### src/rtl/sb_pkg.sv
// Shared types and constants for the register scoreboard.
// Counter width, saturation limit, GPR width codes and register classes.
package sb_pkg;

    localparam int NREG  = 8;
    localparam int CNT_W = 2;

    localparam logic [CNT_W-1:0] CNT_MAX = 2'd3;
    localparam logic [CNT_W-1:0] CNT_ONE = 2'd1;

    localparam logic [1:0] TYPE_BYTE  = 2'b00;
    localparam logic [1:0] TYPE_WORD  = 2'b01;
    localparam logic [1:0] TYPE_DWORD = 2'b10;

    typedef enum logic [1:0] {
        CLS_GPR,
        CLS_SEG,
        CLS_MMX
    } reg_class_e;

    typedef logic [NREG-1:0][CNT_W-1:0] cnt_vec_t;

    // Byte selects 4..7 (AH..BH) share the counter of AL..BL.
    function automatic logic [2:0] gpr_idx(input logic [2:0] sel,
                                           input logic [1:0] typ);
        return (typ == TYPE_BYTE) ? {1'b0, sel[1:0]} : sel;
    endfunction

    function automatic logic [NREG-1:0] onehot(input logic v,
                                               input logic [2:0] idx);
        logic [NREG-1:0] r;
        r = '0;
        if (v) r[idx] = 1'b1;
        return r;
    endfunction

endpackage

### src/rtl/sb_counter_bank.sv
// Eight saturating 2-bit pending-write counters for one register class.
// Two increment ports (second used only by GPRs), one decrement mask, clear.
module sb_counter_bank
    import sb_pkg::*;
#(
    parameter reg_class_e CLS = CLS_GPR
) (
    input  logic            clk,
    input  logic            rst,
    input  logic            flush,
    input  logic            inc0_v,
    input  logic [2:0]      inc0_idx,
    input  logic            inc1_v,
    input  logic [2:0]      inc1_idx,
    input  logic [NREG-1:0] dec_mask,
    output cnt_vec_t        cnt
);

    cnt_vec_t        cnt_q;
    cnt_vec_t        cnt_d;
    logic [NREG-1:0] inc_mask;

    // A duplicated destination collapses into a single increment.
    always_comb begin
        inc_mask = onehot(inc0_v, inc0_idx)
                 | onehot(inc1_v && (CLS == CLS_GPR), inc1_idx);
        cnt_d = cnt_q;
        for (int i = 0; i < NREG; i++) begin
            if (rst || flush) begin
                cnt_d[i] = '0;
            end else if (inc_mask[i] && !dec_mask[i]) begin
                if (cnt_q[i] != CNT_MAX) cnt_d[i] = cnt_q[i] + CNT_ONE;
            end else if (dec_mask[i] && !inc_mask[i]) begin
                if (cnt_q[i] != '0) cnt_d[i] = cnt_q[i] - CNT_ONE;
            end
        end
    end

    always_ff @(posedge clk) begin
        cnt_q <= cnt_d;
    end

    assign cnt = cnt_q;

endmodule

### src/rtl/reg_scoreboard.sv
// Register dependency scoreboard: stalls AG on pending writes or full counters.
// Define SCOREBOARD_STATS_EN to add the SB_stall_cnt stall-cycle counter.
module reg_scoreboard
    import sb_pkg::*;
(
    input  logic       CLK,
    input  logic       CLR,
    input  logic       FLUSH,
    input  logic       AG_v,
    input  logic       AG_issue,
    input  logic [2:0] AG_sr1_sel,
    input  logic [2:0] AG_sr2_sel,
    input  logic [2:0] AG_sr3_sel,
    input  logic [1:0] AG_sr1_type,
    input  logic [1:0] AG_sr2_type,
    input  logic [1:0] AG_sr3_type,
    input  logic       AG_sr1_v,
    input  logic       AG_sr2_v,
    input  logic       AG_sr3_v,
    input  logic [2:0] AG_segment_sel,
    input  logic [2:0] AG_ssegr_sel,
    input  logic       AG_segment_v,
    input  logic       AG_ssegr_v,
    input  logic [2:0] AG_smmx1_sel,
    input  logic [2:0] AG_smmx2_sel,
    input  logic       AG_smmx1_v,
    input  logic       AG_smmx2_v,
    input  logic [2:0] AG_dr1_sel,
    input  logic [2:0] AG_dr2_sel,
    input  logic [1:0] AG_dr1_type,
    input  logic [1:0] AG_dr2_type,
    input  logic       AG_dr1_ld,
    input  logic       AG_dr2_ld,
    input  logic [2:0] AG_dsegr_sel,
    input  logic [2:0] AG_dmmx_sel,
    input  logic       AG_dsegr_ld,
    input  logic       AG_dmmx_ld,
    input  logic       WB_v,
    input  logic [2:0] WB_dr1_sel,
    input  logic [2:0] WB_dr2_sel,
    input  logic [2:0] WB_dsegr_sel,
    input  logic [2:0] WB_dmmx_sel,
    input  logic [1:0] WB_dr1_type,
    input  logic [1:0] WB_dr2_type,
    input  logic       WB_dr1_ld,
    input  logic       WB_dr2_ld,
    input  logic       WB_dsegr_ld,
    input  logic       WB_dmmx_ld,
    output logic       DFU_dep_stall,
    output logic       SB_issue_ack
`ifdef SCOREBOARD_STATS_EN
    ,
    output logic [15:0] SB_stall_cnt
`endif
);

    cnt_vec_t   gpr_cnt;
    cnt_vec_t   seg_cnt;
    cnt_vec_t   mmx_cnt;
    logic [2:0] dr1_idx;
    logic [2:0] dr2_idx;
    logic       hazard;
    logic       satur;

    assign dr1_idx = gpr_idx(AG_dr1_sel, AG_dr1_type);
    assign dr2_idx = gpr_idx(AG_dr2_sel, AG_dr2_type);

    always_comb begin
        hazard = 1'b0;
        if (AG_sr1_v && gpr_cnt[gpr_idx(AG_sr1_sel, AG_sr1_type)] != '0)
            hazard = 1'b1;
        if (AG_sr2_v && gpr_cnt[gpr_idx(AG_sr2_sel, AG_sr2_type)] != '0)
            hazard = 1'b1;
        if (AG_sr3_v && gpr_cnt[gpr_idx(AG_sr3_sel, AG_sr3_type)] != '0)
            hazard = 1'b1;
        if (AG_segment_v && seg_cnt[AG_segment_sel] != '0) hazard = 1'b1;
        if (AG_ssegr_v && seg_cnt[AG_ssegr_sel] != '0)     hazard = 1'b1;
        if (AG_smmx1_v && mmx_cnt[AG_smmx1_sel] != '0)     hazard = 1'b1;
        if (AG_smmx2_v && mmx_cnt[AG_smmx2_sel] != '0)     hazard = 1'b1;
    end

    always_comb begin
        satur = 1'b0;
        if (AG_dr1_ld && gpr_cnt[dr1_idx] == CNT_MAX)        satur = 1'b1;
        if (AG_dr2_ld && gpr_cnt[dr2_idx] == CNT_MAX)        satur = 1'b1;
        if (AG_dsegr_ld && seg_cnt[AG_dsegr_sel] == CNT_MAX) satur = 1'b1;
        if (AG_dmmx_ld && mmx_cnt[AG_dmmx_sel] == CNT_MAX)   satur = 1'b1;
    end

    assign DFU_dep_stall = AG_v & (hazard | satur);
    assign SB_issue_ack  = AG_v & AG_issue & ~DFU_dep_stall & ~FLUSH;

    sb_counter_bank #(.CLS(CLS_GPR)) u_gpr (
        .clk      (CLK),
        .rst      (CLR),
        .flush    (FLUSH),
        .inc0_v   (SB_issue_ack & AG_dr1_ld),
        .inc0_idx (dr1_idx),
        .inc1_v   (SB_issue_ack & AG_dr2_ld),
        .inc1_idx (dr2_idx),
        .dec_mask (WB_v ? (onehot(WB_dr1_ld, gpr_idx(WB_dr1_sel, WB_dr1_type))
                         | onehot(WB_dr2_ld, gpr_idx(WB_dr2_sel, WB_dr2_type)))
                        : '0),
        .cnt      (gpr_cnt)
    );

    sb_counter_bank #(.CLS(CLS_SEG)) u_seg (
        .clk      (CLK),
        .rst      (CLR),
        .flush    (FLUSH),
        .inc0_v   (SB_issue_ack & AG_dsegr_ld),
        .inc0_idx (AG_dsegr_sel),
        .inc1_v   (1'b0),
        .inc1_idx (3'd0),
        .dec_mask (onehot(WB_v & WB_dsegr_ld, WB_dsegr_sel)),
        .cnt      (seg_cnt)
    );

    sb_counter_bank #(.CLS(CLS_MMX)) u_mmx (
        .clk      (CLK),
        .rst      (CLR),
        .flush    (FLUSH),
        .inc0_v   (SB_issue_ack & AG_dmmx_ld),
        .inc0_idx (AG_dmmx_sel),
        .inc1_v   (1'b0),
        .inc1_idx (3'd0),
        .dec_mask (onehot(WB_v & WB_dmmx_ld, WB_dmmx_sel)),
        .cnt      (mmx_cnt)
    );

`ifdef SCOREBOARD_STATS_EN
    logic [15:0] stall_cnt_q;
    logic [15:0] stall_cnt_d;

    // FLUSH deliberately leaves the statistic untouched.
    always_comb begin
        stall_cnt_d = stall_cnt_q;
        if (CLR)
            stall_cnt_d = '0;
        else if (DFU_dep_stall && stall_cnt_q != 16'hFFFF)
            stall_cnt_d = stall_cnt_q + 16'd1;
    end

    always_ff @(posedge CLK) begin
        stall_cnt_q <= stall_cnt_d;
    end

    assign SB_stall_cnt = stall_cnt_q;
`endif

endmodule
### config.mk
export PLATFORM = sky130hd
export DESIGN_NAME = reg_scoreboard
export DESIGN_NICKNAME = d
export VERILOG_FILES = /design/src/rtl/sb_pkg.sv /design/src/rtl/sb_counter_bank.sv /design/src/rtl/reg_scoreboard.sv
export SDC_FILE = /design/constraint.sdc
export NUM_CORES = 1
export LEC_CHECK = 0
export ABC_AREA = 1
export ABC_CLOCK_PERIOD_IN_PS = 4400
export CORE_UTILIZATION = 45
export DETAILED_ROUTE_END_ITERATION = 6
export PLACE_DENSITY = 0.68
export SLEW_MARGIN = 25
export SYNTH_ARGS = -nofsm -noshare
export SYNTH_HDL_FRONTEND = slang
export SYNTH_SLANG_ARGS = --single-unit
### constraint.sdc
create_clock -name CLK -period 4.4 [get_ports CLK]
set_input_delay 0.66 -clock CLK [delete_from_list [all_inputs] [get_ports CLK]]
set_output_delay 0.66 -clock CLK [all_outputs]
set_load 0.01 [all_outputs]
== Yosys cells after proc, flatten, opt, wreduce, memory -nomap -nowiden ==
Cells that the tools add are included.

* Input port bits: 80
* Logic and storage cells: 549
* Flip-flop bits (word level): 48

* Magnitude comparators: 23
* Mux-type cells: 161
* Reductions and logical operators: 226
* Add/sub/neg operators: 48
* Bitwise logic cells: 15
* Eq/ne operators: 52

{| class="wikitable"
|+ Operators with widths
! operator !! number
|-
| two-way mux 2 bit || 107
|-
| nonzero test 2 bit || 79
|-
| != test 2 bit (second input constant) || 48
|-
| two-way mux 8 bit || 9
|-
| AND reduction 3 bit || 24
|-
| logical AND 1 bit || 67
|-
| binary-select mux 2 bit (select 3 bit) || 11
|-
| less-than comparator 3 x 4 -> 1 bit (second input constant) || 15
|-
| adder 2 x 1 -> 2 bit (second input constant) || 24
|-
| zero test 1 bit || 48
|-
| subtractor 2 x 1 -> 2 bit (second input constant) || 24
|-
| demux 1 bit (select 3 bit) || 8
|-
| >= comparator 3 x 1 -> 1 bit (second input constant) || 8
|-
| two-way mux 3 bit || 7
|-
| two-way mux 1 bit || 19
|-
| OR 8 bit || 2
|-
| zero test 2 bit || 7
|-
| bitwise AND 1 bit || 10
|-
| equality test 2 bit (second input constant) || 4
|-
| NOT 1 bit || 2
|-
| logical OR 1 bit || 1
|-
| OR 1 bit || 1
|}

== Longest topological paths before layout ==
* Word-level depth: 25
* Gate-level depth with buffers: 20

== Modules after synthesis ==
From an unflattened synthesis, not the netlist that was laid out.

* Cell total of the unflattened synthesis: 753
* Area, all modules: 4423.0 um2

{| class="wikitable"
|+ By module, submodules not included
! module !! cells an instance !! area each (um2) !! times used !! sequential area each (um2)
|-
| sb_counter_bank (u_mmx ...) || 129 || 948.4 || 2 || 320.3
|-
| reg_scoreboard || 350 || 1540.2 || 1 || 0.0
|-
| sb_counter_bank (u_gpr) || 145 || 985.9 || 1 || 320.3
|}

== Least setup slack after synthesis ==
Ideal clock, no wire load.

* Kind: input to output
* Start point: input port AG_dr1_sel[0]
* End point: output port DFU_dep_stall
* Required time: 3.740 ns
* Path buffers: 3
* Cell stages on the path: 14
* Arrival time: 1.909 ns
* Path slack: 1.831 ns
* Cell sequence: buf_4 > buf_6 > o21ai_0 > nand2_1 > nand2_1 > nand2_1 > nand2_1 > nand2_1 > nor2_1 > nor2_1 > nand2_2 > nor2_8 > buf_6 > nor2_1

* Longest elaborated chain between the ends: 11

{| class="wikitable"
|+ Ends and longest elaborated chain
! element !! line !! text
|-
| from (decl) || reg_scoreboard.sv:28 || <nowiki>input logic [2:0] AG_dr1_sel,</nowiki>
|-
| two-way mux 3 bit || sb_pkg.sv:26 || <nowiki>return (typ == TYPE_BYTE) ? {1'b0, sel[1:0]} : sel;</nowiki>
|-
| binary-select mux 2 bit (select 3 bit) || reg_scoreboard.sv:84 || <nowiki>if (AG_dr1_ld && gpr_cnt[dr1_idx] == CNT_MAX) satur = 1'b1;</nowiki>
|-
| two-way mux 2 bit (implied by the code) || reg_scoreboard.sv:84 ||
|-
| equality test 2 bit || reg_scoreboard.sv:84 ||
|-
| logical AND 1 bit || reg_scoreboard.sv:84 ||
|-
| two-way mux 1 bit || reg_scoreboard.sv:84 ||
|-
| two-way mux 1 bit || reg_scoreboard.sv:85 || <nowiki>if (AG_dr2_ld && gpr_cnt[dr2_idx] == CNT_MAX) satur = 1'b1;</nowiki>
|-
| two-way mux 1 bit || reg_scoreboard.sv:86 || <nowiki>if (AG_dsegr_ld && seg_cnt[AG_dsegr_sel] == CNT_MAX) satur = 1'b1;</nowiki>
|-
| two-way mux 1 bit || reg_scoreboard.sv:87 || <nowiki>if (AG_dmmx_ld && mmx_cnt[AG_dmmx_sel] == CNT_MAX) satur = 1'b1;</nowiki>
|-
| OR 1 bit || reg_scoreboard.sv:90 || <nowiki>assign DFU_dep_stall = AG_v & (hazard | satur);</nowiki>
|-
| bitwise AND 1 bit || reg_scoreboard.sv:90 ||
|-
| to (decl) || reg_scoreboard.sv:49 || <nowiki>output logic DFU_dep_stall,</nowiki>
|}

No other way between the ends. The select of a mux whose other input is x is not followed.

== Final worst setup path ==
Same ends and word-level chain as after synthesis.

==> flow_summary_export.csv <==
group,metric,value,unit
floorplanning,num_rows,36,
cts,postCtsSetupRepairBufs,0,
final_layout,post-route-util,0.573,
synth,synthCells,890,
synth,yosysUniqueCellTypes,30,
floorplanning,num_io_pins,82,
synth,ys_seq_area_frac,0.205,
floorplanning,die_h,104,um
detailed_routing,drtPass1Iterations,7,
detailed_routing,drc,0,
cts,cts.clk_slew.worst_paths,0.08,ns
synth,post-synth-top-area-cell,"nand2_1",
cts,cts_buffers,5,
placement,place.port_buffers,81,
synth,synthesis.nets,970,
timing,slew_viol_final,0,
detailed_routing,avgViaCountPerCell,5.30,
synth,syn_area,4700,um2
grt,gr-usage-all-layers,0.276,
detailed_routing,postRouteAntennaNets,0,
timing,hold_ws,0.497,ns
placement,hpwl,11.7,mm
timing,fin_tns_setup,0,ns
cts,cts_buffer_depth,2,
grt,overflow,0,
synth,synth_top_cells_by_area,"nand2_1, dfxtp_1, inv_1, nand3_1, nor2_1",
synth,synthTopCellsByCount,"nand2_1, inv_1, nor2_1",
synth,async_reset_ff_frac,0,
timing,setup_viol,0,
timing,max_freq,253,MHz
cts,cts_resized,0,
timing,fin_crit_sh,0.897,
worst_setup_path,criticalPathCategory,"in2out",
worst_setup_path,critPathLaunchType,"input pin",
worst_setup_path,arrival,3.29,ns
synth,synth-edff-count,0,
worst_setup_path,required,3.74,ns
floorplanning,die-area,10900,um2
pwr,pwr_density_cell,188,nW/um2
worst_setup_path,cp-end-kind,"primary output",
synth,avgSynthCellArea,5.28,um2
run,drv_cap,0,
synth,synth_ff_type,"dfxtp_1",
synth,synth-warning-count,0,
synth,synth_top_area_share,0.259,
cts,hold_buffers,0,
timing,slew_headroom,0.421,
detailed_routing,first_iter_violations,389,
timing,finClkSkew,0.0160,ns
grt,grt_first_pass_wirelength,24.3,mm
grt,antenna_found_initial,0,
timing,worst_slew_pin_slew,0.867,ns
pwr,peakVddDrop,196,uV
placement,gp_congestion,0.924,
detailed_routing,num_vias,5797,
detailed_routing,wl_per_cell,13.5,um
final_layout,n_fill_cell,1033,
final_layout,num-nets-final,1040,
worst_setup_path,rr_worst_depth,15,
floorplanning,core,9950,um2
grt,grt_pass1_vias,5245,
cts,cts_sinks,48,
cts,h-tree-depth,2,
pwr,leakagePower,0.00241,uW
grt,grt_max_degree,33,
floorplanning,start_util,0.472,
cts,cts_root_buffer,"clkbuf_8",
worst_setup_path,crit_fanout,19,
final_layout,area_growth,21.4,%
timing,rsz0062_at_grt,"no",
detailed_routing,routed_wl,14.8,mm
timing,fin_crit,3.95,ns
final_layout,drive_above_1_share,0.0281,
synth,ys_ff_latch,48,
timing,hold_viol,0,
final_layout,antenna_cells,0,
worst_hold_path,hp-class,"reg2reg",
cts,worstSkewPairLatency,0.32,ns
synth,synth_most_common_cell,"nand2_1",
floorplanning,fp.dieW,104,um
worst_hold_path,hold_depth,2,
cts,cts_tree,"yes",
status,status,"completed",
==> metrics by stage <==
stage	area (um2)	setup slack, ns	power, uW	std cells
2_1_floorplan	4700	1.83	568	890
3_3_place_gp	5560	0.521	675	1086
3_5_place_dp	5560	0.494	678	1086
4_1_cts	5700	0.481	1080	1094
5_1_grt	5700	0.179	1120	1094
6_report	5700	0.454	1070	1094
==> worst paths after layout <==
path	to	slack, ns	from
hold / removal	u_mmx.cnt[13]	0.50	u_mmx.cnt[12]
setup / recovery	DFU_dep_stall	0.45	AG_dr1_sel[0]
setup reg to reg	u_gpr.cnt[3]	1.87	u_gpr.cnt[6]
hold reg to reg	u_mmx.cnt[13]	0.50	u_mmx.cnt[12]
==> registers in the layout, indices dropped and copies added, names as in the netlist <==
register	count
u_seg.cnt	16
u_mmx.cnt	16
u_gpr.cnt	16
==> critical path: stages <==
cell and delay [ns]:
clkdlybuf4s50_1 0.85, inv_1 0.24, nand2_1 0.10, nand2_1 0.05, nand2_1 0.05, nand2_1 0.06, nand2_1 0.05, nand2_1 0.05
inv_1 0.04, nor2_1 0.04, nor2_1 0.11, nand2_2 0.10, nor2_8 0.10, buf_4 0.22, nor2_1 0.07, clkdlybuf4s50_1 0.47
==> power by group <==
group	switching, uW	internal (uW)	leakage [uW]
registers	0.110	434	0.000386
clock network	173	229	0.0000687
logic	132	105	0.00196
total	306	768	0.00241
==> cells in the final DEF, fill, tap and decap left out, types with 10 or more instances in the layout <==
cell / instances
a21oi_1: 54
clkdlybuf4s50_1: 81
dfxtp_1: 48
inv_1: 117
nand2_1: 324
nand3_1: 83
nand4_1: 29
nor2_1: 102
nor3_1: 16
o211ai_1: 10
o21ai_0: 48
==> cell type report <==
class | count | area, um2 | area share
multi-input cells | 701 | 3150 | 0.552
flip-flops and latches | 48 | 961 | 0.169
repair buffers | 86 | 848 | 0.149
inverters | 118 | 443 | 0.0777
well taps | 133 | 166 | 0.0292
clock buffers | 5 | 68.8 | 0.0121
clock inverters | 3 | 68.8 | 0.0121
==> routing by layer <==
layer / routed length (um) / vias to the layer above / track usage
li1: - / 2993 / -
met2: 6780 / 192 / 0.468
met4: 110 / 0 / 0.0612
met3: 832 / 9 / 0.0357
met5: 0 / - / 0
met1: 7040 / 2603 / 0.373
==> cell families after synthesis <==
kind of cell / synth area share
buf+inv: 0.126
compound gates: 0.137
simple gates: 0.533
flops: 0.205
(Power assumes the default switching activity.)
==> RTL change (config.mk and constraints unchanged) <==
Build with the macro `SCOREBOARD_STATS_EN` defined.
--- a/src/rtl/reg_scoreboard.sv
+++ b/src/rtl/reg_scoreboard.sv
@@ -1,4 +1,6 @@
 // Register dependency scoreboard: stalls AG on pending writes or full counters.
 // Define SCOREBOARD_STATS_EN to add the SB_stall_cnt stall-cycle counter.
+`define SCOREBOARD_STATS_EN
+
 module reg_scoreboard
     import sb_pkg::*;
New outputs: SB_stall_cnt. Function: not settled (the Yosys comparison gave no result); the edit may change what the design does.
==> RTL change against the original RTL <==
Sequential cell count increased by 16; synthesized cell count grew 13%; via count increased by 10%; total power increased by 57%; utilization is 0.42 points higher; critical path type unchanged; worst setup slack improved by 0.12 ns; combinational power rose by 10%; cell area grew 22%; routed wire length grew 0.89%; synthesized area rose by 18%; largest power group is now the clock network.
==> RTL change: results (changes against the original RTL) <==
Outcome
  – Status: finished, final reports clean

GRT
  – First-pass GRT wire length: 24,600 µm (+1.4%)
  – Met2 Track Usage GR: 40.4% (-6.4 points)
  – Largest net degree at the start of global routing: 35 (+6.1%)
  – Met3 Resource Use GR: 5.03% (+1.5 points)
  – Total GRT Usage: 24.0% (-3.7 points)
  – Vias in the first global route: 5,480 (+4.5%)
  – GR Util met1: 31.4% (-5.9 points)

STA
  – Final setup skew: 0.00857 ns (-0.00747 ns)
  – Rel. slew slack: 59.9% (+18 points)

Finish
  – Layout cell share with drive strength beyond 1: 4.37% (+1.6 points)
  – Fillers: 1,221 (+18%)
  – Post-layout nets: 1,175 (+13%)

Place
  – Hpwl dp: 11,400 µm (-2.6%)
  – Routability cong.: 0.872 (-5.7%)
  – Placed cell area: 6590 µm² (+18%)

CTS
  – Clock buffer count from CTS: 9 (+4)
  – Worst skew pair latency: 0.35 ns (+0.03 ns)
  – CTS H-tree lvls: 3 (+1)
  – Clock slew seen by the registers of the worst setup and hold paths: 0.06 ns (-0.02 ns)

Routing
  – Post-DR wirelength/cell: 12.0 µm (-11%)
  – Via count: 6,399 (+10%)
  – TritonRoute pass-1 iters: 5 (-2)

Synth
  – Post-Syn Area per Cell: 5.52 µm² (+4.6%)
  – Seq/Total Area, Yosys: 23.1% (+2.7 points)
  – Top post-synthesis cells by area: dfxtp_1, nand2_1, inv_1
  – Synthesized Nets: 1,084 (+12%)
  – Synth unique cells: 34 (+13%)
  – Synth cell count leaders: nand2_1, inv_1, nor2_1, nand3_1, a21oi_1

Floorplan
  – Core area: 12,000 µm² (+21%)

Critical path
  – Crit Path Max Fanout: 13 (-6)
  – Crit path DAT: 3.17 ns (-0.12 ns)

Pwr
  – Pleak: 0.00296 µW (+22%)
  – Net load switching power: 435 µW (+42%)
  – Worst IR Drop VDD: 137 µV (-30%)
RTL change: cell types whose count changed in the layout (fill, tap and decap cells not counted), moves of 9 or more:
cell,unedited run,this run
nand2_1,324,340
dfxtp_1,48,64
inv_1,117,129
a21oi_1,54,72
o21ai_0,48,57
nor2_1,102,117
clkbuf_16,0,9
clkdlybuf4s50_1,81,97
RTL change: worst paths after layout:
kind,start,end,slack [ns]
max,AG_dsegr_sel[0],SB_issue_ack,0.57
min,SB_stall_cnt[4],SB_stall_cnt[4],0.49
max reg2reg,u_gpr.cnt[0],u_mmx.cnt[5],1.99
min reg2reg,SB_stall_cnt[4],SB_stall_cnt[4],0.49
RTL change: power by group through the flow:
stage	clock network, µW	logic (µW)	registers, µW
2_1_floorplan	0	143	598
3_3_place_gp	0	259	597
3_5_place_dp	0	259	597
4_1_cts	852	261	584
5_1_grt	887	289	584
6_report	841	261	584
RTL change: layout make-up:
class                   count  share of cell area [%]
inverters                 131                    7.10
flip-flops and latches     64                    18.5
clock inverters             7                    1.73
repair buffers            105                    14.9
multi-input cells         783                    51.9
clock buffers               9                    3.25
well taps                 147                    2.65
RTL change: cell families (layout without fill, tap and decap cells):
group / after synthesis / in the layout / share of synthesized area [%]
fa+ha+maj: 1 / 1 / 0.226
simple gates: 625 / 625 / 49.4
xor+xnor: 7 / 7 / 1.11
compound gates: 150 / 150 / 14.2
buf+inv: 156 / 252 / 11.9
flops: 64 / 64 / 23.1
RTL change: metrics by stage:
stage	util, %	hold slack [ns]	worst slack [ns]
after floorplan	-	0.459	1.87
after global placement	54.8	0.488	0.616
after detailed placement	54.8	0.489	0.579
after CTS	57.7	0.498	0.573
after global routing	57.7	0.518	0.360
final	57.7	0.493	0.574
RTL change: metal layers:
| metal | wire (µm) | up-vias | share of wire [%] |
|---|---|---|---|
| li1 | - | 3420 | - |
| met1 | 7250 | 2776 | 49 |
| met2 | 6670 | 193 | 45 |
| met3 | 879 | 10 | 5.9 |
| met4 | 103 | 0 | 0.69 |
| met5 | 0 | - | 0 |
RTL change: worst max-delay path, cell delays in order:
cell and delay [ns]:
clkdlybuf4s50_1 0.76, inv_2 0.20, nand2_1 0.10, nand2_1 0.05, nand2_1 0.06, nand2_1 0.06, nand2_1 0.05, nand2_1 0.06
nand3_1 0.08, nand2_1 0.06, nor2_2 0.10, nand2_2 0.09, nor2_8 0.14, nand2_4 0.10, inv_1 0.07, clkdlybuf4s50_1 0.53
